### src/rtl/voice_pkg.sv
// Shared types and helpers for the polyphonic voice phase/address generator.
package voice_pkg;
  localparam int PHASE_W = 32;
  localparam int ADDR_W  = 8;
  localparam int BANK_W  = 2;

  typedef enum logic [1:0] {V_IDLE, V_ACTIVE, V_RELEASE} voice_state_e;

  typedef logic [PHASE_W-1:0] phase_t;
  typedef logic [ADDR_W-1:0]  addr_t;
  typedef logic [BANK_W-1:0]  bank_t;

  function automatic int unsigned popcount(input logic [63:0] v);
    int unsigned n;
    n = 0;
    for (int i = 0; i < 64; i++) n += 32'(v[i]);
    return n;
  endfunction
endpackage

### src/rtl/voice_channel.sv
// One voice: lifecycle FSM, phase accumulator, release counter and latched bank.
// VOICE_INTERP_FRAC_EN adds the sub-address phase fraction output.
module voice_channel
  import voice_pkg::*;
#(
  parameter int PHASE_WIDTH    = 32,
  parameter int ADDR_WIDTH     = 8,
  parameter int WAVE_SEL_WIDTH = 2,
  parameter int RELEASE_TICKS  = 64
) (
  input  logic                      clk_in,
  input  logic                      rst_in,
  input  logic                      tick_in,
  input  logic                      gate_in,
  input  logic                      admit_in,
  input  logic [PHASE_WIDTH-1:0]    inc_in,
  input  logic [WAVE_SEL_WIDTH-1:0] wave_sel_in,
  output logic                      rise_out,
  output voice_state_e              state_out,
  output logic [ADDR_WIDTH-1:0]     msb_out,
`ifdef VOICE_INTERP_FRAC_EN
  output logic [PHASE_WIDTH-ADDR_WIDTH-1:0] frac_out,
`endif
  output logic [WAVE_SEL_WIDTH-1:0] bank_out
);
  localparam int RW = (RELEASE_TICKS > 1) ? $clog2(RELEASE_TICKS) : 1;

  voice_state_e              state_q, state_d;
  logic [PHASE_WIDTH-1:0]    phase_q, phase_d, phase_nxt;
  logic [WAVE_SEL_WIDTH-1:0] bank_q, bank_d;
  logic [RW-1:0]             rel_cnt_q, rel_cnt_d;
  logic                      gate_prev_q, gate_prev_d;
  logic                      rise;

  assign rise      = gate_in & ~gate_prev_q;
  assign phase_nxt = phase_q + inc_in;

  always_comb begin
    state_d     = state_q;
    phase_d     = phase_q;
    bank_d      = bank_q;
    rel_cnt_d   = rel_cnt_q;
    gate_prev_d = gate_prev_q;
    if (tick_in) begin
      gate_prev_d = gate_in;
      case (state_q)
        V_IDLE: if (rise && admit_in) begin
          state_d = V_ACTIVE;
          phase_d = '0;
          bank_d  = wave_sel_in;
        end
        V_ACTIVE: begin
          phase_d = phase_nxt;
          if (!gate_in) begin
            state_d   = V_RELEASE;
            rel_cnt_d = '0;
          end
        end
        V_RELEASE: begin
          if (rise) begin
            state_d = V_ACTIVE;
            phase_d = '0;
            bank_d  = wave_sel_in;
          end else if (rel_cnt_q == RW'(RELEASE_TICKS-1)) begin
            state_d = V_IDLE;
            phase_d = '0;
          end else begin
            phase_d   = phase_nxt;
            rel_cnt_d = rel_cnt_q + 1'b1;
          end
        end
        default: state_d = V_IDLE;
      endcase
    end
  end

  always_ff @(posedge clk_in or negedge rst_in) begin
    if (!rst_in) begin
      state_q     <= V_IDLE;
      phase_q     <= '0;
      bank_q      <= '0;
      rel_cnt_q   <= '0;
      gate_prev_q <= 1'b0;
    end else begin
      state_q     <= state_d;
      phase_q     <= phase_d;
      bank_q      <= bank_d;
      rel_cnt_q   <= rel_cnt_d;
      gate_prev_q <= gate_prev_d;
    end
  end

  assign rise_out  = rise;
  assign state_out = state_q;
  assign msb_out   = phase_q[PHASE_WIDTH-1 -: ADDR_WIDTH];
  assign bank_out  = bank_q;
`ifdef VOICE_INTERP_FRAC_EN
  assign frac_out  = phase_q[PHASE_WIDTH-ADDR_WIDTH-1:0];
`endif
endmodule

### src/rtl/voice_phase_addr_gen.sv
// Polyphonic wavetable address generator: per-voice channels, polyphony-cap arbiter, output registers.
// VOICE_INTERP_FRAC_EN adds frac_out (phase bits below the table address).
module voice_phase_addr_gen
  import voice_pkg::*;
#(
  parameter int NUM_VOICES     = 8,
  parameter int PHASE_WIDTH    = 32,
  parameter int ADDR_WIDTH     = 8,
  parameter int WAVE_SEL_WIDTH = 2,
  parameter int MAX_ACTIVE     = 4,
  parameter int RELEASE_TICKS  = 64
) (
  input  logic                                                  clk_in,
  input  logic                                                  rst_in,
  input  logic                                                  sample_tick_in,
  input  logic [NUM_VOICES-1:0]                                 gate_in,
  input  logic [NUM_VOICES-1:0][PHASE_WIDTH-1:0]                phase_inc_in,
  input  logic [NUM_VOICES-1:0][WAVE_SEL_WIDTH-1:0]             wave_sel_in,
  output logic [NUM_VOICES-1:0][WAVE_SEL_WIDTH+ADDR_WIDTH-1:0]  addr_out,
  output logic                                                  addr_valid_out,
  output logic [NUM_VOICES-1:0]                                 active_voices_out,
`ifdef VOICE_INTERP_FRAC_EN
  output logic [NUM_VOICES-1:0][PHASE_WIDTH-ADDR_WIDTH-1:0]     frac_out,
`endif
  output logic [$clog2(NUM_VOICES+1)-1:0]                       num_voices_out
);
  localparam int NW     = $clog2(NUM_VOICES+1);
  localparam int AW     = WAVE_SEL_WIDTH + ADDR_WIDTH;
  localparam int FW     = PHASE_WIDTH - ADDR_WIDTH;
  localparam int STAGES = 1;

  voice_state_e                           state [NUM_VOICES];
  logic [NUM_VOICES-1:0][ADDR_WIDTH-1:0]     msb;
  logic [NUM_VOICES-1:0][WAVE_SEL_WIDTH-1:0] bank;
  logic [NUM_VOICES-1:0]                     rise, admit, busy;
`ifdef VOICE_INTERP_FRAC_EN
  logic [NUM_VOICES-1:0][FW-1:0]             frac;
  logic [NUM_VOICES-1:0][FW-1:0]             frac_q, frac_d;
`endif

  for (genvar i = 0; i < NUM_VOICES; i++) begin : g_voice
    voice_channel #(
      .PHASE_WIDTH(PHASE_WIDTH), .ADDR_WIDTH(ADDR_WIDTH),
      .WAVE_SEL_WIDTH(WAVE_SEL_WIDTH), .RELEASE_TICKS(RELEASE_TICKS)
    ) u_ch (
      .clk_in      (clk_in),
      .rst_in      (rst_in),
      .tick_in     (sample_tick_in),
      .gate_in     (gate_in[i]),
      .admit_in    (admit[i]),
      .inc_in      (phase_inc_in[i]),
      .wave_sel_in (wave_sel_in[i]),
      .rise_out    (rise[i]),
      .state_out   (state[i]),
      .msb_out     (msb[i]),
`ifdef VOICE_INTERP_FRAC_EN
      .frac_out    (frac[i]),
`endif
      .bank_out    (bank[i])
    );
    assign busy[i] = (state[i] != V_IDLE);
  end

  // Slots come from the pre-tick occupancy, so a voice finishing its release this tick frees nothing yet.
  always_comb begin
    int slots;
    int granted;
    admit   = '0;
    granted = 0;
    slots   = MAX_ACTIVE - int'(popcount(64'(busy)));
    for (int i = 0; i < NUM_VOICES; i++) begin
      if (!busy[i] && rise[i] && granted < slots) begin
        admit[i] = 1'b1;
        granted++;
      end
    end
  end

  logic [STAGES:0]               vld_pipe_q, vld_pipe_d;
  logic [NUM_VOICES-1:0][AW-1:0] addr_q, addr_d;
  logic [NUM_VOICES-1:0]         active_q, active_d;
  logic [NW-1:0]                 num_q, num_d;

  always_comb begin
    vld_pipe_d = {vld_pipe_q[STAGES-1:0], sample_tick_in};
    addr_d     = addr_q;
    active_d   = active_q;
    num_d      = num_q;
`ifdef VOICE_INTERP_FRAC_EN
    frac_d     = frac_q;
`endif
    if (vld_pipe_q[0]) begin
      active_d = busy;
      num_d    = NW'(popcount(64'(busy)));
      for (int i = 0; i < NUM_VOICES; i++) begin
        addr_d[i] = busy[i] ? {bank[i], msb[i]} : '0;
`ifdef VOICE_INTERP_FRAC_EN
        frac_d[i] = busy[i] ? frac[i] : '0;
`endif
      end
    end
  end

  always_ff @(posedge clk_in or negedge rst_in) begin
    if (!rst_in) begin
      vld_pipe_q <= '0;
      addr_q     <= '0;
      active_q   <= '0;
      num_q      <= '0;
`ifdef VOICE_INTERP_FRAC_EN
      frac_q     <= '0;
`endif
    end else begin
      vld_pipe_q <= vld_pipe_d;
      addr_q     <= addr_d;
      active_q   <= active_d;
      num_q      <= num_d;
`ifdef VOICE_INTERP_FRAC_EN
      frac_q     <= frac_d;
`endif
    end
  end

  assign addr_out          = addr_q;
  assign addr_valid_out    = vld_pipe_q[STAGES];
  assign active_voices_out = active_q;
  assign num_voices_out    = num_q;
`ifdef VOICE_INTERP_FRAC_EN
  assign frac_out          = frac_q;
`endif
endmodule

### config.mk
export PLATFORM = sky130hd
export DESIGN_NAME = voice_phase_addr_gen
export DESIGN_NICKNAME = d
export VERILOG_FILES = /design/src/rtl/voice_pkg.sv /design/src/rtl/voice_channel.sv /design/src/rtl/voice_phase_addr_gen.sv
export SDC_FILE = /design/constraint.sdc
export NUM_CORES = 1
export LEC_CHECK = 0
export BUFFER_PORTS_ARGS = -buffer_cell sky130_fd_sc_hd__buf_2
export CORE_MARGIN = 2
export CORE_UTILIZATION = 40
export DETAILED_ROUTE_END_ITERATION = 16
export SYNTH_ARGS = -nofsm -noshare
export SYNTH_HDL_FRONTEND = slang
export SYNTH_HIERARCHICAL = 1
export SYNTH_SLANG_ARGS = --single-unit
### constraint.sdc
create_clock -name clk_in -period 17.18 [get_ports clk_in]
set_clock_uncertainty 0.1 [all_clocks]
set_input_delay 2.577 -clock clk_in [delete_from_list [all_inputs] [get_ports clk_in]]
set_output_delay 2.577 -clock clk_in [all_outputs]
set_load 0.1 [all_outputs]
==> flow_summary.yaml, run 1 <==
status:
  status: "completed"
placement:
  detailed_placement_wirelength_estimate_um: 63700
  numPlacedInstances: 5012
  weighted_congestion_reported_at_the_end_of_routability_driven_placement: 0.861
  place_area_um2: 34800
  port-buffer-count: 375
layout:
  num-nets-final: 4626
  area_growth_pct: 14.0
  finish.instance_area_um2: 36800
  filler_cell_count: 8010
  final_cells: 5121
  share_of_post_route_cells_with_drive_strength_above_1_pct: 15.4
setup_path:
  worstRegToRegCells: 63
  worst_r2r_startpoint: "g_voice[1].u_ch/state_out[1]"
  crit_path_max_fanout: 13
  timing.setup.critical_path_class: "register to register"
  slowest_stage: "sky130_fd_sc_hd__fa_1"
  critPathMostFrequentCell: "sky130_fd_sc_hd__ha_1"
  slack_of_the_worst_reg_to_reg_path_ps: 1330
  crit_path_start_kind: "register"
  rr_endpoint: "g_voice[7].u_ch/phase_q[5]"
  critPathMaxStageDelay_ps: 580
  required_ps: 17600
  crit_path_end_kind: "register"
  critical_path_arrival_ps: 16270
cts:
  clk-insertion-delay-late_ps: 610
  clock_path_buffers: 3
  clock_sink_total: 438
  cts_tree: "done"
  ctsHoldBuffers: 0
  clock_tree_root_driver_cell: "sky130_fd_sc_hd__clkbuf_16"
  cts.htree.levels: 2
  clk_transition_reported_paths_ps: 60
  cts_buffers: 55
routing:
  initial_drc_count: 1349
  routed_wirelength_um: 86500
  vias: 27600
  drt_antenna_net_count: 0
  drt-wirelength-per-cell_um: 16.9
  number_of_iterations_in_the_first_detailed_routing_pass: 5
  drc_errors: 0
  vias_per_cell: 5.39
pwr:
  ir_drop_v: 0.000348
  cellPowerDensity_nw_per_um2: 221
  power_mw: 8.15
  p_leak_nw: 17.8
yosys:
  flip_flop_cell_with_the_highest_count_after_synthesis: "sky130_fd_sc_hd__dfrtp_1"
  synth_xor_xnor_area_share_pct: 6.18
  synth_compound_area_share_pct: 23.7
  synthDominantAreaCellType: "sky130_fd_sc_hd__dfrtp_1"
  syn-instance-count: 3719
  largest_family_of_logic_cells_by_synthesized_area: "compound AO/OA/AOI/OAI gates"
  synth_cell_area_um2: 32300
  syn_avg_cell_area_um2: 8.68
  number_of_synthesized_flops_with_an_enable_pin: 0
  netlist_top_cells_area: "sky130_fd_sc_hd__dfrtp_1, sky130_fd_sc_hd__ha_1, sky130_fd_sc_hd__nand2_1, sky130_fd_sc_hd__a21oi_1, sky130_fd_sc_hd__a21o_1"
  seq_area_frac_synth_pct: 33.9
  yosys.area_share.adder_pct: 13.1
  synthMuxAreaShare_pct: 2.33
  post_synth_num_cell_types: 83
  synth-warning-count: 6
  asyncSetResetFlopFracSynth_pct: 100
  synth_seq_cells: 438
  synthSimpleGateAreaFrac_pct: 15.7
  synth_top_area_share_pct: 33.9
min_path:
  hp-start: "g_voice[6].u_ch/phase_q[4]"
  hold_path_class: "register to register"
  hold_depth: 2
  min_delay_worst_endpoint: "g_voice[6].u_ch/phase_q[4]"
run:
  cap_viol_max_count: 0
die:
  core-area_um2: 80200
  initial_utilization_pct: 40.3
  placement_rows: 104
  dieArea_um2: 83000
  die-width_um: 288
  num_io_pins: 376
  die_height_um: 288
grt:
  grtUsageTotal_pct: 20.5
  grt_start_max_net_pins: 95
  first_global_vias: 26900
  antenna_violations_before_repair: 16
  gr-total-overflow: 0
  global_route_wire_length_before_repair_um: 140000
sta:
  worst-slew-pin-transition_ps: 1120
  max_slew_margin_pct: 24.8
  report.final.hold_viol_count: 0
  fmaxAchievable_mhz: 63.1
  final_min_period_over_clock_period_pct: 92.3
  worst_hold_slack_ps: 383
  setup_viols_final: 0
  totalNegativeSetupSlack_ps: 0
  report.final.slew_viol_count: 0
  min_period_ps: 15850
## flip-flops by register name, indices dropped and copies added (netlist names)
register / flops
active_voices_out: 8
addr_out: 80
num_voices_out: 4
g_voice.u_ch/phase_q: 256
g_voice.u_ch/state_out: 16
g_voice.u_ch/bank_out: 16
g_voice.u_ch/rel_cnt_q: 48
vld_pipe_q: 2
g_voice.u_ch/gate_prev_q: 8
## power by group
| group | internal, mW | switching, mW |
|---|---|---|
| combinational | 1.91 | 3.40 |
| clock | 0.766 | 0.478 |
| sequential | 1.36 | 0.230 |
| total | 4.04 | 4.11 |
## how the worst max path moves through the flow
stage                            startpoint                           to  slack, ps  cells after the start
2_1_floorplan  g_voice[1].u_ch/state_out[1]  g_voice[7].u_ch/phase_q[23]       3180                     64
3_3_place_gp   g_voice[6].u_ch/state_out[1]   g_voice[7].u_ch/phase_q[1]       1640                     62
3_5_place_dp   g_voice[1].u_ch/state_out[1]  g_voice[7].u_ch/phase_q[11]       1280                     63
4_1_cts        g_voice[1].u_ch/state_out[1]  g_voice[7].u_ch/phase_q[11]       1230                     63
5_1_grt        g_voice[1].u_ch/state_out[1]  g_voice[7].u_ch/phase_q[19]        -10                     65
6_report       g_voice[1].u_ch/state_out[1]   g_voice[7].u_ch/phase_q[5]       1330                     63
## logic make-up (layout without fill, tap and decap cells)
family                     count (synthesis)  in the layout
and+or+nand+nor                         1090           1090
xor gates and xnor gates                 226            226
buffers and inverters                    369            697
adders and majority gates                331            331
AOI/OAI and AO/OA                       1197           1197
muxes                                     67             67
other                                      1             15
DFF                                      438            438
## per-layer routing
layer / wire length, um / global-route usage [%] / vias to the layer above / part of all wire [%]
li1: - / - / 13900 / -
met1: 40200 / 27.8 / 13000 / 46
met2: 39900 / 33.7 / 526 / 46
met3: 4290 / 3.41 / 122 / 5.0
met4: 2000 / 5.48 / 14 / 2.3
met5: 104 / 0 / - / 0.12
## area by class of cell
class                      count  area (um2)  share of cell area, %
tap                         1060        1330                   3.60
inverter                     199         751                   2.04
multi-input combinational   2916       19700                   53.6
timing repair buffer         401        2080                   5.66
sequential                   438       11000                   29.8
clock buffer                  75        1560                   4.24
clock inverter                21         350                  0.952
antenna                       10        25.0                 0.0680
timing repair inverter         1        7.51                 0.0204
## critical path, delay by kind of cell (launching register included)
kind	cells	cell delay [ps]
DFF	1	420
buffers and inverters	6	970
xor gates and xnor gates	2	360
and+or+nand+nor	23	4960
muxes	4	1340
AOI/OAI and AO/OA	15	3510
adders and majority gates	13	4110
## Yosys cell counts, drive strengths merged (57+ instances only)
cell,n
inv,199
nor2,215
nand3,67
ha,319
a21o,145
xor2,111
nand2,511
buf,68
xnor2,114
a21oi,256
o22ai,90
clkbuf,102
o21ai,377
mux2,57
dfrtp,438
## placed cells by master, fill, tap and decap left out, types with 34 or more instances in the layout
master	count
sky130_fd_sc_hd__nand2_1	511
sky130_fd_sc_hd__nor3_1	34
sky130_fd_sc_hd__clkbuf_16	55
sky130_fd_sc_hd__o21ai_0	199
sky130_fd_sc_hd__nor2_1	212
sky130_fd_sc_hd__mux2_2	54
sky130_fd_sc_hd__nand4_1	54
sky130_fd_sc_hd__a21o_1	145
sky130_fd_sc_hd__ha_1	319
sky130_fd_sc_hd__a31oi_1	49
sky130_fd_sc_hd__inv_1	189
sky130_fd_sc_hd__nand2b_1	55
sky130_fd_sc_hd__xnor2_1	114
sky130_fd_sc_hd__o22ai_1	90
sky130_fd_sc_hd__nand3_1	66
sky130_fd_sc_hd__xor2_1	111
sky130_fd_sc_hd__a21oi_1	248
sky130_fd_sc_hd__o21ai_1	170
sky130_fd_sc_hd__dfrtp_1	437
sky130_fd_sc_hd__a22o_1	51
sky130_fd_sc_hd__buf_2	374
sky130_fd_sc_hd__o21a_1	38
## timing repair
item,4_1_cts,5_1_grt
resized for setup,0,4
endpoints found under the setup margin,0,27
setup buffers,0,2
hold endpoints to repair,0,0
## metrics by stage
stage | setup slack (ps) | util, %
after floorplan | 3180 | -
final | 1330 | 45.9
after detailed placement | 1280 | 43.5
after global routing | -10.7 | 45.9
after global placement | 1640 | 43.5
after CTS | 1230 | 45.9
Power figures use the tool's default switching activity.
==> run 2, diff against run 1 <==
clock period = 17.35 ns   (was 17.18 ns; I/O delays follow)
==> flow_summary.yaml, run 2 (synthesis gave the netlist of run 1 again) <==
die:
  initial_utilization_pct: 40.3
  die-width_um: 288
  core-area_um2: 80200
  die_height_um: 288
  placement_rows: 104
  dieArea_um2: 83000
  num_io_pins: 376
placement:
  port-buffer-count: 375
  numPlacedInstances: 5012
  detailed_placement_wirelength_estimate_um: 63500
  weighted_congestion_reported_at_the_end_of_routability_driven_placement: 0.864
sta:
  totalNegativeSetupSlack_ps: 0
  max_slew_margin_pct: 36.9
  fmaxAchievable_mhz: 63.0
  rsz_0062_raised_after_global_routing: "false"
  report.final.slew_viol_count: 0
  report.final.hold_viol_count: 0
  min_period_ps: 15860
  setup_viols_final: 0
  final_min_period_over_clock_period_pct: 91.4
  worst-slew-pin-transition_ps: 945
layout:
  layout_commonest_cell: "sky130_fd_sc_hd__nand2_1"
  area_growth_pct: 14.3
  final_cell_mix: "sky130_fd_sc_hd__nand2_1, sky130_fd_sc_hd__dfrtp_1, sky130_fd_sc_hd__buf_2"
  final_cells: 5125
  num-nets-final: 4626
  filler_cell_count: 7925
  share_of_post_route_cells_with_drive_strength_above_1_pct: 15.6
  largest_register_ff_count: 256
  largest-register: "g_voice.u_ch/phase_q"
cts:
  cts.htree.levels: 2
  clk_transition_reported_paths_ps: 60
  clock_sink_total: 438
  clk-insertion-delay-late_ps: 620
  clock_tree_root_driver_cell: "sky130_fd_sc_hd__clkbuf_16"
  ctsHoldBuffers: 0
  cts_tree: "done"
  clock_path_buffers: 3
  cts_buffers: 56
run:
  cap_viol_max_count: 0
setup_path:
  critPathMostFrequentCell: "sky130_fd_sc_hd__ha_1"
  crit_path_end_kind: "register"
  critical_path_arrival_ps: 16290
  crit_path_max_fanout: 14
  required_ps: 17780
  slowest_stage: "sky130_fd_sc_hd__fa_1"
  crit_path_start_kind: "register"
  slack_of_the_worst_reg_to_reg_path_ps: 1490
  timing.setup.critical_path_class: "register to register"
  critPathMaxStageDelay_ps: 570
pwr:
  p_leak_nw: 17.9
  cellPowerDensity_nw_per_um2: 220
  ir_drop_v: 0.000367
routing:
  vias_per_cell: 5.38
  initial_drc_count: 1464
  vias: 27600
  number_of_iterations_in_the_first_detailed_routing_pass: 5
  routed_wirelength_um: 86000
  drt_antenna_net_count: 0
  drc_errors: 0
  drt-wirelength-per-cell_um: 16.8
grt:
  first_global_vias: 26700
  grt_start_max_net_pins: 84
  gr-total-overflow: 0
  global_route_wire_length_before_repair_um: 140000
  grtUsageTotal_pct: 20.4
  antenna_violations_before_repair: 15
status:
  status: "completed"
min_path:
  hold_path_class: "register to register"
[run 2: path summary, 6_finish.rpt]
check,cells after the start,to,startpoint
max,63,g_voice[7].u_ch/phase_q[15],g_voice[1].u_ch/state_out[1]
min,2,g_voice[4].u_ch/phase_q[7],g_voice[4].u_ch/phase_q[7]
max reg2reg,63,g_voice[7].u_ch/phase_q[15],g_voice[1].u_ch/state_out[1]
min reg2reg,2,g_voice[4].u_ch/phase_q[7],g_voice[4].u_ch/phase_q[7]
max in group asynchronous,4,g_voice[3].u_ch/phase_q[20],rst_in
min in group asynchronous,1,g_voice[0].u_ch/phase_q[12],rst_in
[run 2: repair_timing]
item / 4_1_cts / 5_1_grt
setup endpoints to repair: 0 / 27
setup buffers: 0 / 1
resized for setup: 0 / 6
[run 2: power by group]
part	switching (mW)	internal (mW)	total, mW
clock	0.487	0.788	1.27
combinational	3.38	1.89	5.27
sequential	0.226	1.35	1.57
[run 2: layout make-up]
class	count	area, um2	area share [%]
multi-input cells	2916	19800	53.5
flip-flops and latches	438	11000	29.7
repair buffers	400	2070	5.62
clock buffers	75	1580	4.29
well taps	1060	1330	3.59
inverters	199	751	2.03
clock inverters	30	430	1.17
diodes	6	15.0	0.0407
repair inverters	1	7.51	0.0203
[run 2: per-stage QoR]
step           hold slack (ps)  area [um2]  setup WS [ps]  total power, mW  util, %
3_3_place_gp               365       34800           1420             6.74     43.5
4_1_cts                    386       36900            988             8.15     46.0
2_1_floorplan              252       32300           3350             5.69        -
6_report                   380       36900           1490             8.12     46.0
5_1_grt                    408       36900            107             8.93     46.0
3_5_place_dp               372       34800           1060             6.81     43.5
[run 2: routing by layer]
layer,global-route usage [%],vias up,share of wire [%]
li1,-,14000,-
met2,33.7,457,46
met1,28.0,13000,47
met5,0,-,0.12
met3,2.92,126,4.3
met4,5.28,14,2.3
[run 2: critical path: cells and delay by family (launching register included)]
kind                       cells  cell delay (ps)
adders and majority gates     13             4090
DFF                            1              420
xor gates and xnor gates       2              370
AOI/OAI and AO/OA             15             3400
buffers and inverters          6              980
muxes                          4             1400
and+or+nand+nor               23             4990
==> run 3, diff against run 2 <==
PLACE_DENSITY_LB_ADDON = 0.2   (was default)
==> flow_summary.yaml, run 3 (synthesis gave the netlist of run 1 again) <==
routing:
  routed-wl-met2_um: 40000
  vias: 27400
  met3_wirelength_um: 3760
  routed_wirelength_um: 86700
  vias_per_cell: 5.34
  number_of_iterations_in_the_first_detailed_routing_pass: 5
  drc_errors: 0
  initial_drc_count: 1411
  drt_antenna_net_count: 0
  drt-wirelength-per-cell_um: 16.9
  dr.max_layer_used: "met5"
  drt-met1-wl_um: 40800
pwr:
  p_seq_share_pct: 19.2
  power_mw: 8.19
  intPower_mw: 4.06
  sw_frac_of_total_pct: 50.4
  p_comb_share_pct: 64.6
  ir_drop_v: 0.000348
  p_leak_nw: 17.9
  cellPowerDensity_nw_per_um2: 221
  switchingPower_mw: 4.13
  power_frac_clock_pct: 16.2
sta:
  setup_viols_final: 0
  report.final.slew_viol_count: 0
  min_period_ps: 15990
  fmaxAchievable_mhz: 62.5
  worst-slew-pin-transition_ps: 1170
  max_slew_margin_pct: 22.3
  rsz_0062_raised_after_global_routing: "false"
  worst_hold_slack_ps: 381
  post-route-worst-setup-slack_ps: 1360
  report.final.hold_viol_count: 0
  final_min_period_over_clock_period_pct: 92.2
  totalNegativeSetupSlack_ps: 0
grt:
  grt_start_max_net_pins: 102
  first_global_vias: 26700
  antenna_violations_before_repair: 16
  gr-total-overflow: 0
  global_route_wire_length_before_repair_um: 140000
  grtUsageTotal_pct: 20.4
cts:
  clock_path_buffers: 3
  clk-insertion-delay-late_ps: 610
  cts_buffers: 57
  ctsHoldBuffers: 0
  cts.htree.levels: 2
  clock_sink_total: 438
  cts_tree: "done"
  clock_tree_root_driver_cell: "sky130_fd_sc_hd__clkbuf_16"
  clk_transition_reported_paths_ps: 60
  post_cts_resize_count: 0
  cts_setup_buffers: 0
setup_path:
  slack_of_the_worst_reg_to_reg_path_ps: 1360
  critPathLaunch: "g_voice[1].u_ch/state_out[1]"
  timing.setup.critical_path_class: "register to register"
  worst_r2r_startpoint: "g_voice[1].u_ch/state_out[1]"
  critPathMostFrequentCell: "sky130_fd_sc_hd__ha_1"
  critPathMaxStageDelay_ps: 580
  crit_path_max_fanout: 14
  endpoint: "g_voice[7].u_ch/phase_q[10]"
  crit_path_end_kind: "register"
  required_ps: 17760
  worstRegToRegCells: 63
  slowest_stage: "sky130_fd_sc_hd__fa_1"
  crit_path_start_kind: "register"
  critical_path_arrival_ps: 16400
  rr_endpoint: "g_voice[7].u_ch/phase_q[10]"
placement:
  port-buffer-count: 375
  preCtsSetupSlack_ps: 1350
  numPlacedInstances: 5013
  weighted_congestion_reported_at_the_end_of_routability_driven_placement: 0.875
  place_area_um2: 34900
  detailed_placement_wirelength_estimate_um: 63600
run:
  cap_viol_max_count: 0
layout:
  final_cell_mix: "sky130_fd_sc_hd__nand2_1, sky130_fd_sc_hd__dfrtp_1, sky130_fd_sc_hd__buf_2"
  area_growth_pct: 14.6
  finish.instance_area_um2: 37000
  num-nets-final: 4627
  largest_register_ff_count: 256
  layout_commonest_cell: "sky130_fd_sc_hd__nand2_1"
  filler_cell_count: 7928
  final_cells: 5130
  post-route-util_pct: 46.2
  ff_latch_area_um2: 11000
  largest-register: "g_voice.u_ch/phase_q"
  share_of_post_route_cells_with_drive_strength_above_1_pct: 15.7
  multiInputGateArea_um2: 19700
die:
  die_height_um: 288
  dieArea_um2: 83000
  placement_rows: 104
  core-area_um2: 80200
  initial_utilization_pct: 40.3
  die-width_um: 288
  num_io_pins: 376
status:
  status: "completed"
min_path:
  hold_path_class: "register to register"
-- run 3: cell types whose count changed in the layout (fill, tap and decap cells not counted), sizes merged --
cell and delta:
diode +5, clkbuf -3, clkinvlp +3, bufinv +2, inv -2
-- run 3: layer usage --
layer  up-vias  global-route usage, %
li1      14000                      -
met1     12900                   27.4
met2       415                   33.8
met3       126                   3.49
met4        14                   5.80
met5         -                      0
-- run 3: layout make-up --
type,instances,area share [%]
Inverter,199,2.03
Multi-Input combinational cell,2916,53.4
Antenna cell,11,0.0744
Timing Repair Buffer,400,5.61
Clock inverter,33,1.35
Timing Repair inverter,1,0.0203
Clock buffer,72,4.34
Tap cell,1060,3.58
Sequential cell,438,29.6
-- run 3: how the worst min path moves through the flow --
stage                                start                           to  slack, ps  depth (start not counted)
2_1_floorplan                vld_pipe_q[0]                vld_pipe_q[1]        250                          0
3_3_place_gp   g_voice[5].u_ch/phase_q[16]  g_voice[5].u_ch/phase_q[16]        370                          2
3_5_place_dp    g_voice[5].u_ch/phase_q[3]   g_voice[5].u_ch/phase_q[3]        370                          2
4_1_cts         g_voice[5].u_ch/phase_q[3]   g_voice[5].u_ch/phase_q[3]        390                          2
5_1_grt         g_voice[3].u_ch/phase_q[8]   g_voice[3].u_ch/phase_q[8]        410                          2
6_report        g_voice[4].u_ch/phase_q[8]   g_voice[4].u_ch/phase_q[8]        380                          2
-- run 3: power groups by stage --
| stage | Combinational, mW | Sequential (mW) | Clock [mW] |
|---|---|---|---|
| floorplan | 3.66 | 2.03 | 0 |
| detailed placement | 5.25 | 1.59 | 0 |
| CTS | 5.30 | 1.58 | 1.37 |
| global route | 5.89 | 1.62 | 1.41 |
| global placement | 5.23 | 1.58 | 0 |
| finish | 5.29 | 1.57 | 1.32 |
-- run 3: worst max-delay path: cells and delay by family (launching register included) --
| kind | cells | cell delay [ps] |
|---|---|---|
| simple gates | 23 | 4970 |
| fa+ha+maj | 13 | 4110 |
| compound gates | 15 | 3520 |
| mux | 4 | 1360 |
| buf+inv | 6 | 1020 |
| flops | 1 | 420 |
| xor+xnor | 2 | 380 |
